--- config.mk ---
export PLATFORM = sky130hd
export DESIGN_NAME = wb_arbiter2
export DESIGN_NICKNAME = d
export VERILOG_FILES = /design/src/rtl/wb_arbiter2.sv
export SDC_FILE = /design/constraint.sdc
export NUM_CORES = 1
export LEC_CHECK = 0
export CAP_MARGIN = 25
export CORE_AREA = 2 2 125 127
export CTS_BUF_LIST = sky130_fd_sc_hd__clkbuf_8
export DETAILED_ROUTE_END_ITERATION = 10
export DIE_AREA = 0 0 127 129
export PLACE_DENSITY = 0.55
export SLEW_MARGIN = 30
export SYNTH_ARGS = -nofsm -noshare
export SYNTH_HDL_FRONTEND = slang
export SYNTH_SLANG_ARGS = --single-unit
--- constraint.sdc ---
create_clock -name clk -period 3.2 [get_ports clk]
set_input_delay 0.32 -clock clk [delete_from_list [all_inputs] [get_ports clk]]
set_output_delay 0.32 -clock clk [all_outputs]
set_load 0.005 [all_outputs]
--- src/rtl/wb_arbiter2.sv ---
// Two-master to one-slave pipelined Wishbone arbiter with round-robin grant per bus cycle.
// Tracks outstanding requests so responses return to the issuing master; abort drops s_cyc at once.
module wb_arbiter2 #(
  parameter int MAX_OUTSTANDING = 4
) (
  input  logic        clk,
  input  logic        rst_n,
  input  logic        m0_cyc,
  input  logic        m0_stb,
  input  logic        m0_we,
  input  logic [31:0] m0_adr,
  input  logic [31:0] m0_wdat,
  input  logic [3:0]  m0_sel,
  output logic [31:0] m0_rdat,
  output logic        m0_ack,
  output logic        m0_err,
  output logic        m0_stall,
  input  logic        m1_cyc,
  input  logic        m1_stb,
  input  logic        m1_we,
  input  logic [31:0] m1_adr,
  input  logic [31:0] m1_wdat,
  input  logic [3:0]  m1_sel,
  output logic [31:0] m1_rdat,
  output logic        m1_ack,
  output logic        m1_err,
  output logic        m1_stall,
  output logic        s_cyc,
  output logic        s_stb,
  output logic        s_we,
  output logic [31:0] s_adr,
  output logic [31:0] s_wdat,
  output logic [3:0]  s_sel,
  input  logic [31:0] s_rdat,
  input  logic        s_ack,
  input  logic        s_err,
  input  logic        s_stall
);
  localparam int CNT_W = $clog2(MAX_OUTSTANDING + 1);
  localparam logic [CNT_W-1:0] CNT_MAX = CNT_W'(MAX_OUTSTANDING);

  typedef enum logic [1:0] {IDLE, GNT0, GNT1} state_t;

  state_t           state, state_nxt;
  logic             last_grant;
  logic [CNT_W-1:0] cnt, cnt_nxt;
  logic             cyc_g, full, cnt_nz, accept, resp, ack_fwd, err_fwd;

  assign cyc_g   = ((state == GNT0) && m0_cyc) || ((state == GNT1) && m1_cyc);
  assign full    = (cnt == CNT_MAX);
  assign cnt_nz  = (cnt != '0);
  assign accept  = s_stb && !s_stall;
  // Responses with nothing outstanding are slave protocol violations and are dropped.
  assign resp    = cyc_g && cnt_nz && (s_ack || s_err);
  assign ack_fwd = cyc_g && cnt_nz && s_ack;
  assign err_fwd = cyc_g && cnt_nz && s_err;
  assign m0_rdat = s_rdat;
  assign m1_rdat = s_rdat;

  always_ff @(posedge clk or negedge rst_n) begin
    if (!rst_n) begin
      state      <= IDLE;
      last_grant <= 1'b1;
      cnt        <= '0;
    end else begin
      state <= state_nxt;
      cnt   <= cnt_nxt;
      if (state_nxt == GNT0)
        last_grant <= 1'b0;
      else if (state_nxt == GNT1)
        last_grant <= 1'b1;
    end
  end

  // Grant is held for the whole Wishbone cycle; hand-over skips IDLE when the other master waits.
  always_comb begin
    state_nxt = state;
    case (state)
      IDLE: begin
        if (m0_cyc && m1_cyc)
          state_nxt = last_grant ? GNT0 : GNT1;
        else if (m0_cyc)
          state_nxt = GNT0;
        else if (m1_cyc)
          state_nxt = GNT1;
      end
      GNT0: if (!m0_cyc) state_nxt = m1_cyc ? GNT1 : IDLE;
      GNT1: if (!m1_cyc) state_nxt = m0_cyc ? GNT0 : IDLE;
      default: state_nxt = IDLE;
    endcase
  end

  always_comb begin
    cnt_nxt = cnt;
    if (!cyc_g)
      cnt_nxt = '0;
    else if (accept && !resp)
      cnt_nxt = cnt + 1'b1;
    else if (resp && !accept)
      cnt_nxt = cnt - 1'b1;
  end

  always_comb begin
    s_cyc    = 1'b0;
    s_stb    = 1'b0;
    s_we     = 1'b0;
    s_adr    = '0;
    s_wdat   = '0;
    s_sel    = '0;
    m0_stall = 1'b1;
    m1_stall = 1'b1;
    m0_ack   = 1'b0;
    m1_ack   = 1'b0;
    m0_err   = 1'b0;
    m1_err   = 1'b0;
    case (state)
      GNT0: begin
        s_cyc    = m0_cyc;
        s_stb    = m0_cyc && m0_stb && !full;
        s_we     = m0_we;
        s_adr    = m0_adr;
        s_wdat   = m0_wdat;
        s_sel    = m0_sel;
        m0_stall = s_stall || full;
        m0_ack   = ack_fwd;
        m0_err   = err_fwd;
      end
      GNT1: begin
        s_cyc    = m1_cyc;
        s_stb    = m1_cyc && m1_stb && !full;
        s_we     = m1_we;
        s_adr    = m1_adr;
        s_wdat   = m1_wdat;
        s_sel    = m1_sel;
        m1_stall = s_stall || full;
        m1_ack   = ack_fwd;
        m1_err   = err_fwd;
      end
      default: ;
    endcase
  end
endmodule
==> run_results.csv <==
group,metric,value,unit
timing,finClkSkew,0.00401,ns
drt,avgViaCountPerCell,4.26,
power_and_ir_drop,swShare,46.3,%
critical_path,critPathKind,"flip-flop to output port",
critical_path,slowest_stage,"inv_2",
synth,synth_warnings,0,
timing,rsz0062_at_grt,"no",
cells_and_area,instances_no_fill,632,
drt,drc,0,
grt,antenna_found_initial,0,
cells_and_area,layout-drive-gt1-share,4.50,%
cts,cts_root_buf,"clkbuf_8",
min_path,hold_class,"primary input to asynchronous set/reset pin",
timing,finalHoldViolCount,0,
critical_path,rr_startpoint,"state[0]",
cts,htreeDepth,1,
floorplanning,dieArea,16400,um2
floorplanning,pin_count,320,
floorplanning,rows,45,
power_and_ir_drop,power_density,582,nW/um2
timing,fmax,0.363,GHz
timing,relSlewSlack,58.9,%
critical_path,worstSetupPathDepth,6,
power_and_ir_drop,combPwrFrac,89.6,%
placement,routabilityCongestion,0.825,
cells_and_area,area_growth,100,%
power_and_ir_drop,p_seq_share,5.4,%
floorplanning,coreArea,15000,um2
drt,routed_wl,9.85,mm
timing,final.period_utilization,86.1,%
grt,track_usage,10.4,%
placement,dp_cells,628,
critical_path,rr_endpoint,"cnt[2]",
timing,finalCriticalPeriod,2.76,ns
grt,grt_max_degree,46,
critical_path,startpoint_type,"flip-flop",
synth,synth.distinct_cells,38,
timing,setup_violations,0,
synth,syn_area,1980,um2
drt,wl_per_cell,15.6,um
floorplanning,die_h,129,um
critical_path,cp-endpoint,"s_wdat[8]",
power_and_ir_drop,power_leakage,1.42,nW
critical_path,r2r_cells,9,
cts,cts_resized,0,
synth,ys_async_sr_fraction,100,%
job,drv_cap,0,
cells_and_area,insertedDiodeCount,0,
critical_path,crit_arrival,2.44,ns
cts,clkSinkCount,6,
timing,holdWs,0.341,ns
synth,synth_flop_cell,"dfrtp_1",
cts,postCtsSetupRepairBufs,0,
outcome,outcome,"complete, no violations",
power_and_ir_drop,p_clk_share,5.0,%
critical_path,cp-end-kind,"output port",
critical_path,cp_top_family,"buffers and inverters",
floorplanning,die_w,127,um
critical_path,cp_cell_sequence,"inv_1, ha_1, inv_2, buf_12, nor2_1, clkdlybuf4s50_1",
cts,cts_inserted_buffers,3,
cts,cts_tree,"yes",
timing,fin_tns_setup,0,ns
power_and_ir_drop,power.internal,1.24,mW
timing,worstMarginPinSlew,0.616,ns
critical_path,startpoint,"state[0]",
critical_path,rrSetupSlack,0.57,ns
critical_path,crit_fanout,41,
drt,drtPass1Iterations,4,
synth,synth-edff-count,0,
synth,syn-num-nets,486,
power_and_ir_drop,vdd_drop_max,393,uV
critical_path,path_buf_inv,4,
placement,numPortBuffers,223,
critical_path,critPathMaxStageDelay,0.47,ns
timing,report.final.slew_viol_count,0,
floorplanning,start_util,13.2,%
synth,synth_cells,300,
synth,ys_ff_latch,6,
cts,path_clk_slew,0.04,ns
power_and_ir_drop,p_switching,1.07,mW
cts,ctsHoldBuffers,0,
cells_and_area,fillers,1619,
drt,ant_nets,0,
grt,grt_first_pass_wirelength,14.0,mm
drt,vias,2692,
grt,grt_overflow,0,
critical_path,required,2.88,ns
synth,syn_area_per_cell,6.60,um2
cts,clockBufferDepth,2,
drt,drtIter0Drc,104,
cells_and_area,nets,631,
power_and_ir_drop,fin_total_pwr,2.31,mW
placement,dp_hpwl,8.02,mm
grt,first_global_vias,2624,
cts,clk_latency,0.22,ns
synth,ys_seq_area_share,7.64,%
cell usage in the layout (no fill, tap or decap), types with 3 or more instances in the layout:
cell,netlist,routed
clkdlybuf4s50_1,0,223
nor2_1,80,80
a22oi_1,69,69
inv_1,7,8
nand2_1,7,7
dfrtp_1,5,5
and3_1,4,4
ha_1,6,4
buf_4,64,4
o21ai_0,3,3
nand3_1,3,3
mux2_2,3,3
clkbuf_8,0,3
metal layers:
| layer | wire (um) | vias up | track usage, % |
|---|---|---|---|
| met5 | 0 | - | 0 |
| met4 | 280 | 0 | 3.49 |
| met3 | 954 | 37 | 2.49 |
| met2 | 4560 | 167 | 17.3 |
| met1 | 4060 | 1218 | 13.3 |
| li1 | - | 1270 | - |
cell families after synthesis:
kind of cell	after synthesis	share of synthesized area, %
fa+ha+maj	7	4.80
xor+xnor	1	0.442
mux	5	2.72
compound gates	81	31.3
flops	6	7.64
buf+inv	96	30.8
simple gates	104	22.4
stage by stage:
stage / worst slack (ns) / area, um2 / utilization, %
6_report: 0.444 / 3970 / 26.5
5_1_grt: 0.246 / 3970 / 26.5
4_1_cts: 0.396 / 3970 / 26.5
3_5_place_dp: 0.349 / 3920 / 26.2
3_3_place_gp: 0.510 / 3920 / 26.2
2_1_floorplan: 0.870 / 1980 / -
how the worst min path moves through the flow:
| stage | start | end | slack [ns] | depth (start not counted) |
|---|---|---|---|---|
| 6_report | rst_n | cnt[0] | 0.34 | 1 |
| 5_1_grt | rst_n | cnt[0] | 0.36 | 1 |
| 4_1_cts | rst_n | cnt[0] | 0.35 | 1 |
| 3_5_place_dp | last_grant | last_grant | 0.47 | 2 |
| 3_3_place_gp | last_grant | last_grant | 0.46 | 2 |
| 2_1_floorplan | rst_n | cnt[0] | 0.02 | 0 |
power groups by stage:
stage	logic, mW	clock network (mW)	registers [mW]
5_1_grt	2.28	0.124	0.128
3_5_place_dp	2.08	0	0.125
2_1_floorplan	1.06	0	0.118
4_1_cts	2.10	0.119	0.124
3_3_place_gp	2.06	0	0.123
6_report	2.07	0.116	0.124
state kept, by name, summed over array words and instances, names as in the netlist:
register / flops
state: 2
cnt: 3
last_grant: 1
final cells by class:
cell class                      instances  area [um2]  area share, %
Clock buffer                            3        41.3           1.04
Multi-Input combinational cell        198        1220           30.9
Timing Repair Buffer                  228        2280           57.5
Sequential cell                         6         151           3.81
Tap cell                              188         235           5.93
Clock inverter                          1        3.75         0.0946
Inverter                                8        30.0          0.757
synthesized netlist by cell type, types with 2 or more instances:
cell type,number,area share (%)
nor3_1,2,0.51
and3_1,4,1.3
mux2i_1,2,1.0
nand2_1,7,1.3
nor2_1,80,15
dfrtp_1,5,6.3
o21ai_0,3,0.76
mux2_2,3,1.7
inv_1,7,1.3
a22oi_1,69,26
ha_1,6,3.8
nand3_1,3,0.76
buf_1,5,0.95
clkbuf_1,17,3.2
buf_4,64,24
No activity file was read; power rests on OpenSTA's default activity.
==> RTL change 1 (config.mk and constraints unchanged) <==
`MAX_OUTSTANDING`: 4 -> 8.
--- a/src/rtl/wb_arbiter2.sv
+++ b/src/rtl/wb_arbiter2.sv
@@ -3,3 +3,3 @@
 module wb_arbiter2 #(
-  parameter int MAX_OUTSTANDING = 4
+  parameter int MAX_OUTSTANDING = 8
 ) (
Function: changed (Yosys sat finds a counterexample within 10 cycles, from zero or initial values and one cycle with rst_n low).
==> RTL change 1 against the original RTL <==
- sequential cell count increased by 1
- critical path type is now reg -> reg
- non-clock buffer count increased by 1
- first-iteration DRC count decreased by 18%
- final area increased by 5.4%
- utilization increased by 1.4 points
- setup slack got worse by 0.15 ns
- synthesized area increased by 12%
- routed wire length decreased by 7.8%
- critical path depth increased by 5
- global-route usage decreased by 0.82 points
- clock skew decreased by 0.0034 ns
- total power increased by 5.4%
==> RTL change 1: results (changes against the original RTL) <==
CTS Buf Count=3 (unchanged); Post-Synthesis Net Count=494 (was 486); Clock Root Buffer=clkbuf_8 (unchanged); largest net degree at the start of global routing=67 (was 46); largest registers=cnt (4), state (2), last_grant (1) (was cnt (3), state (2), last_grant (1)); dominant cells by area after synthesis=a22oi_1, buf_4, nor2b_1 (was a22oi_1, buf_4, nor2_1); via count=2725 (was 2692); DP HPWL=7300 um (was 8018 um); register area share after synthesis=0.07984 (was 0.07644); Total Routing Usage GR=0.09593 (was 0.1041); slowest CP cell=or3_4 (was inv_2); crit-path max cell delay=0.46 ns; Crit path arrival time=3.01 ns (was 2.44 ns); Worst Path Max Fanout=7 (was 41); VDD IR max=0.7884 mV (was 0.3929 mV); Worst R2R End=cnt[3]$_DFFE_PN0P_ (was cnt[2]$_DFFE_PN0P_); post-synth cell types=38 (unchanged); Post-Route WL=9079 um (was 9852 um); Hold Crit Class=in -> async (unchanged); flop-to-flop setup slack=0.29 ns (was 0.57 ns); Initial DRT Pass Iterations=4 (unchanged); post_cts resized=0 (unchanged); Nets=638 (was 631); diode count=0 (unchanged); R2R depth=11 (was 9); max_slew headroom=0.6282 (was 0.5888); global-route wire length before repair=13110 um (was 13990 um); Max Clock Skew=0.0005823 ns (was 0.004006 ns); PortBufs=223 (unchanged); outcome=complete, no violations (unchanged); leakage power=1.430 nW (was 1.419 nW); Clock Latency Late Sink=0.23 ns; synth cell count leaders=a22oi_1, nor2b_1, buf_4, clkbuf_1, nand2_1 (was nor2_1, a22oi_1, buf_4, clkbuf_1); CTS Buffer Depth=2 (unchanged); 1st-iter DRT viols=85 (was 104); antenna violations before repair=0 (unchanged); Primary FF master, synth=dfrtp_1 (unchanged); vias in the first global route=2764 (was 2624); Synth warnings=0 (unchanged); post-CTS setup buffers=0 (unchanged); Post-synth ARST share=1.000 (unchanged); Reg clk slew, reported paths=0.04 ns (about the same); RR Startpoint=state[0]$_DFF_PN0_ (unchanged); H-tree Lvls=1 (unchanged); layout cell share with drive strength beyond 1=0.04454 (was 0.04505); register with the most flip-flops=cnt (unchanged); routability cong.=0.8368 (was 0.8246)
## RTL change 1: changes by cell type after synthesis, moves of 3 or more
cell	delta
nor2_1	-75
nor2b_1	+68
nand2_1	+7
buf_2	+3
o21ai_0	+3
## RTL change 1: worst max-delay path by stage
stage,start,end,slack (ns),cells after the start
global placement,m0_cyc,cnt[3]$_DFFE_PN0P_,0.24,10
finish,state[0]$_DFF_PN0_,cnt[3]$_DFFE_PN0P_,0.29,11
floorplan,state[0]$_DFF_PN0_,cnt[3]$_DFFE_PN0P_,0.48,12
detailed placement,m0_cyc,cnt[3]$_DFFE_PN0P_,0.17,10
global route,state[0]$_DFF_PN0_,cnt[3]$_DFFE_PN0P_,0.10,11
CTS,state[0]$_DFF_PN0_,cnt[3]$_DFFE_PN0P_,0.29,11
## RTL change 1: through the flow
step / instances / hold WS [ns] / setup slack, ns / power, mW / cell area [um^2]
2_1_floorplan: 306 / 0.02441 / 0.4844 / 1.341 / 2210
3_3_place_gp: 633 / 0.4739 / 0.2427 / 2.299 / 4139
3_5_place_dp: 633 / 0.4775 / 0.1738 / 2.319 / 4139
4_1_cts: 637 / 0.3957 / 0.2919 / 2.458 / 4184
5_1_grt: 637 / 0.4038 / 0.1003 / 2.642 / 4184
6_report: 637 / 0.3714 / 0.2933 / 2.433 / 4184
## RTL change 1: cells by family after synthesis
| group | synth area share |
|---|---|
| adders and majority gates | 0.05436 |
| muxes | 0.01416 |
| and+or+nand+nor | 0.2792 |
| AOI/OAI and AO/OA | 0.2911 |
| buffers and inverters | 0.2775 |
| DFF | 0.07984 |
| xor gates and xnor gates | 0.003964 |
## RTL change 1: power breakdown
| group | internal [mW] | total, mW | switching, mW |
|---|---|---|---|
| sequential | 0.117 | 0.143 | 0.0266 |
| combinational | 1.22 | 2.16 | 0.937 |
| clock | 0.0835 | 0.128 | 0.0445 |
| total | 1.42 | 2.43 | 1.01 |
## RTL change 1: layout make-up
cell class                 instances  area (um^2)
inverter                           6        22.52
clock inverter                     1        3.754
fill                            1616        10790
tap                              188        235.2
clock buffer                       3        41.29
sequential                         7        176.4
multi-input combinational        203         1428
timing repair buffer             229         2277
## RTL change 1: worst max-delay path, delay by kind of cell (launching register included)
family          cells  cell delay [ns]
simple gates        3             0.80
compound gates      5             0.74
fa+ha+maj           2             0.67
flops               1             0.44
buf+inv             1             0.12
## RTL change 1: per-layer routing
layer / up-vias / part of all wire / track usage
li1: 1302 / - / -
met1: 1222 / 0.38 / 0.1060
met2: 172 / 0.50 / 0.1860
met3: 29 / 0.10 / 0.01954
met4: 0 / 0.017 / 0.02586
met5: - / 0 / 0
==> RTL change 2 (same settings) <==
Without the edit above. Re-encode `state_t` (3 states) as one-hot, 3 bits wide.
--- a/src/rtl/wb_arbiter2.sv
+++ b/src/rtl/wb_arbiter2.sv
@@ -41,3 +41,3 @@
 
-  typedef enum logic [1:0] {IDLE, GNT0, GNT1} state_t;
+  typedef enum logic [2:0] {IDLE = 3'b001, GNT0 = 3'b010, GNT1 = 3'b100} state_t;
 
Check against the original RTL: same outputs for any inputs over 10 cycles, from zero or initial values and one cycle with rst_n low; not proved beyond that.
==> RTL change 2 against the original RTL <==
- final area fell by 5.4%
- utilization is 1.4 points lower
- largest cell class unchanged
- total power is 33% lower
- setup slack gained 0.044 ns
- die area unchanged
- critical path depth fell by 2
- routed wire length is 1.8% lower
- non-clock buffer count shrank 2
- sequential cell count grew 1
- hold slack improved by 0.027 ns
- synthesized area decreased by 11%
- combinational power is 41% lower
- synthesized cell count down 29%
- highest routed layer unchanged
- register-to-register slack gained 0.23 ns
- largest power group unchanged
==> RTL change 2: results (changes against the original RTL) <==
outcome=complete, no violations (unchanged); Post-Synthesis Net Count=392 (was 486); dominant cells by area after synthesis=a22o_1, buf_4, dfrtp_1 (was a22oi_1, buf_4, nor2_1); largest registers=cnt (3), state (3), last_grant (1) (was cnt (3), state (2), last_grant (1)); routability cong.=0.7731 (was 0.8246); post-synth cell types=33 (was 38); leakage power=1.379 nW (was 1.419 nW); Clock Root Buffer=clkbuf_8 (unchanged); Worst Path Max Fanout=48 (was 41); diode count=0 (unchanged); register area share after synthesis=0.1004 (was 0.07644); slowest CP cell=clkdlybuf4s50_1 (was inv_2); fin worst setup slack=0.4876 ns (was 0.4438 ns); layout cell share with drive strength beyond 1=0.05817 (was 0.04505); CTS Buffer Depth=2 (unchanged); Nets=542 (was 631); Synth warnings=0 (unchanged); Worst Setup EP=s_sel[1] (was s_wdat[8]); R2R depth=8 (was 9); Crit path arrival time=2.39 ns (was 2.44 ns); vias in the first global route=2252 (was 2624); synth cell count leaders=a22o_1, buf_4, nand2_1, buf_2, clkbuf_1 (was nor2_1, a22oi_1, buf_4, clkbuf_1); post_cts resized=0 (unchanged); crit-path max cell delay=0.54 ns (was 0.47 ns); CTS Buf Count=3 (unchanged); Worst R2R End=cnt[2]$_DFFE_PN0P_ (unchanged); wire per inst=17.63 um (was 15.59 um); PortBufs=223 (unchanged); VDD IR max=0.2217 mV (was 0.3929 mV); DP HPWL=8168 um (was 8018 um); global-route wire length before repair=13430 um (was 13990 um); flop-to-flop setup slack=0.80 ns (was 0.57 ns); RR Startpoint=state[2]$_DFF_PN0_ (was state[0]$_DFF_PN0_); Slew @ Worst Pin=0.5000 ns (was 0.6159 ns); largest net degree at the start of global routing=71 (was 46); Clock Latency Late Sink=0.22 ns (about the same); Initial DRT Pass Iterations=4 (unchanged); H-tree Lvls=1 (unchanged); 1st-iter DRT viols=43 (was 104); pre-CTS setup slack=0.4571 ns (was 0.3489 ns); Max Clock Skew=0.0005099 ns (was 0.004006 ns); Hold Crit Class=in -> async (unchanged); Post-synth ARST share=1.000 (unchanged); Total Routing Usage GR=0.1041 (about the same); via count=2223 (was 2692)
==> RTL change 2: per-stage QoR <==
stage	std cells	hold WS [ns]	area (um^2)	util
after floorplan	212	0.02441	1770	-
after global placement	545	0.4746	3711	0.2478
after detailed placement	545	0.4810	3711	0.2478
after CTS	549	0.3715	3756	0.2508
after global routing	549	0.3795	3756	0.2508
final	549	0.3676	3756	0.2508
==> RTL change 2: cell type report <==
type / instances / area [um^2]
flip-flops and latches: 7 / 177.7
fillers: 1609 / 11220
inverters: 4 / 15.01
clock buffers: 3 / 41.29
repair buffers: 226 / 2267
multi-input cells: 120 / 1016
clock inverters: 1 / 3.754
well taps: 188 / 235.2
==> RTL change 2: critical path, delay by kind of cell, from the launching register on <==
family                 cells  cell delay, ns
buffers and inverters      2            1.02
flip-flops                 1            0.51
AND/OR/NAND/NOR            1            0.34
AO/OA/AOI/OAI              1            0.26
==> RTL change 2: layer usage <==
metal	vias up	wire [um]	global-route usage
met1	1062	3765	0.1242
met2	121	4899	0.1894
met5	-	0	0
met3	20	891	0.02536
li1	1020	-	-
met4	0	120	0.02327
==> RTL change 2: power breakdown <==
part           switching (mW)  total, mW  leakage, nW  internal [mW]
Clock                  0.0334      0.116       0.0269         0.0825
Sequential             0.0651      0.191       0.0892          0.126
Combinational           0.467       1.23         1.26          0.764
Total                   0.565       1.54         1.38          0.973
==> RTL change 2: logic make-up after synthesis <==
logic type,share of synthesized area
and+or+nand+nor,0.1187
DFF,0.1004
adders and majority gates,0.01131
xor gates and xnor gates,0.009190
muxes,0.04099
buffers and inverters,0.3336
AOI/OAI and AO/OA,0.3859
==> RTL change 2: how the worst min path moves through the flow <==
stage	startpoint	endpoint	slack (ns)	cells past startpoint
floorplan	rst_n	cnt[0]$_DFFE_PN0P_	0.02	0
detailed placement	last_grant$_DFFE_PN1P_	last_grant$_DFFE_PN1P_	0.48	2
global placement	last_grant$_DFFE_PN1P_	last_grant$_DFFE_PN1P_	0.47	2
finish	rst_n	cnt[1]$_DFFE_PN0P_	0.37	1
CTS	rst_n	cnt[2]$_DFFE_PN0P_	0.37	1
global route	rst_n	cnt[1]$_DFFE_PN0P_	0.38	1
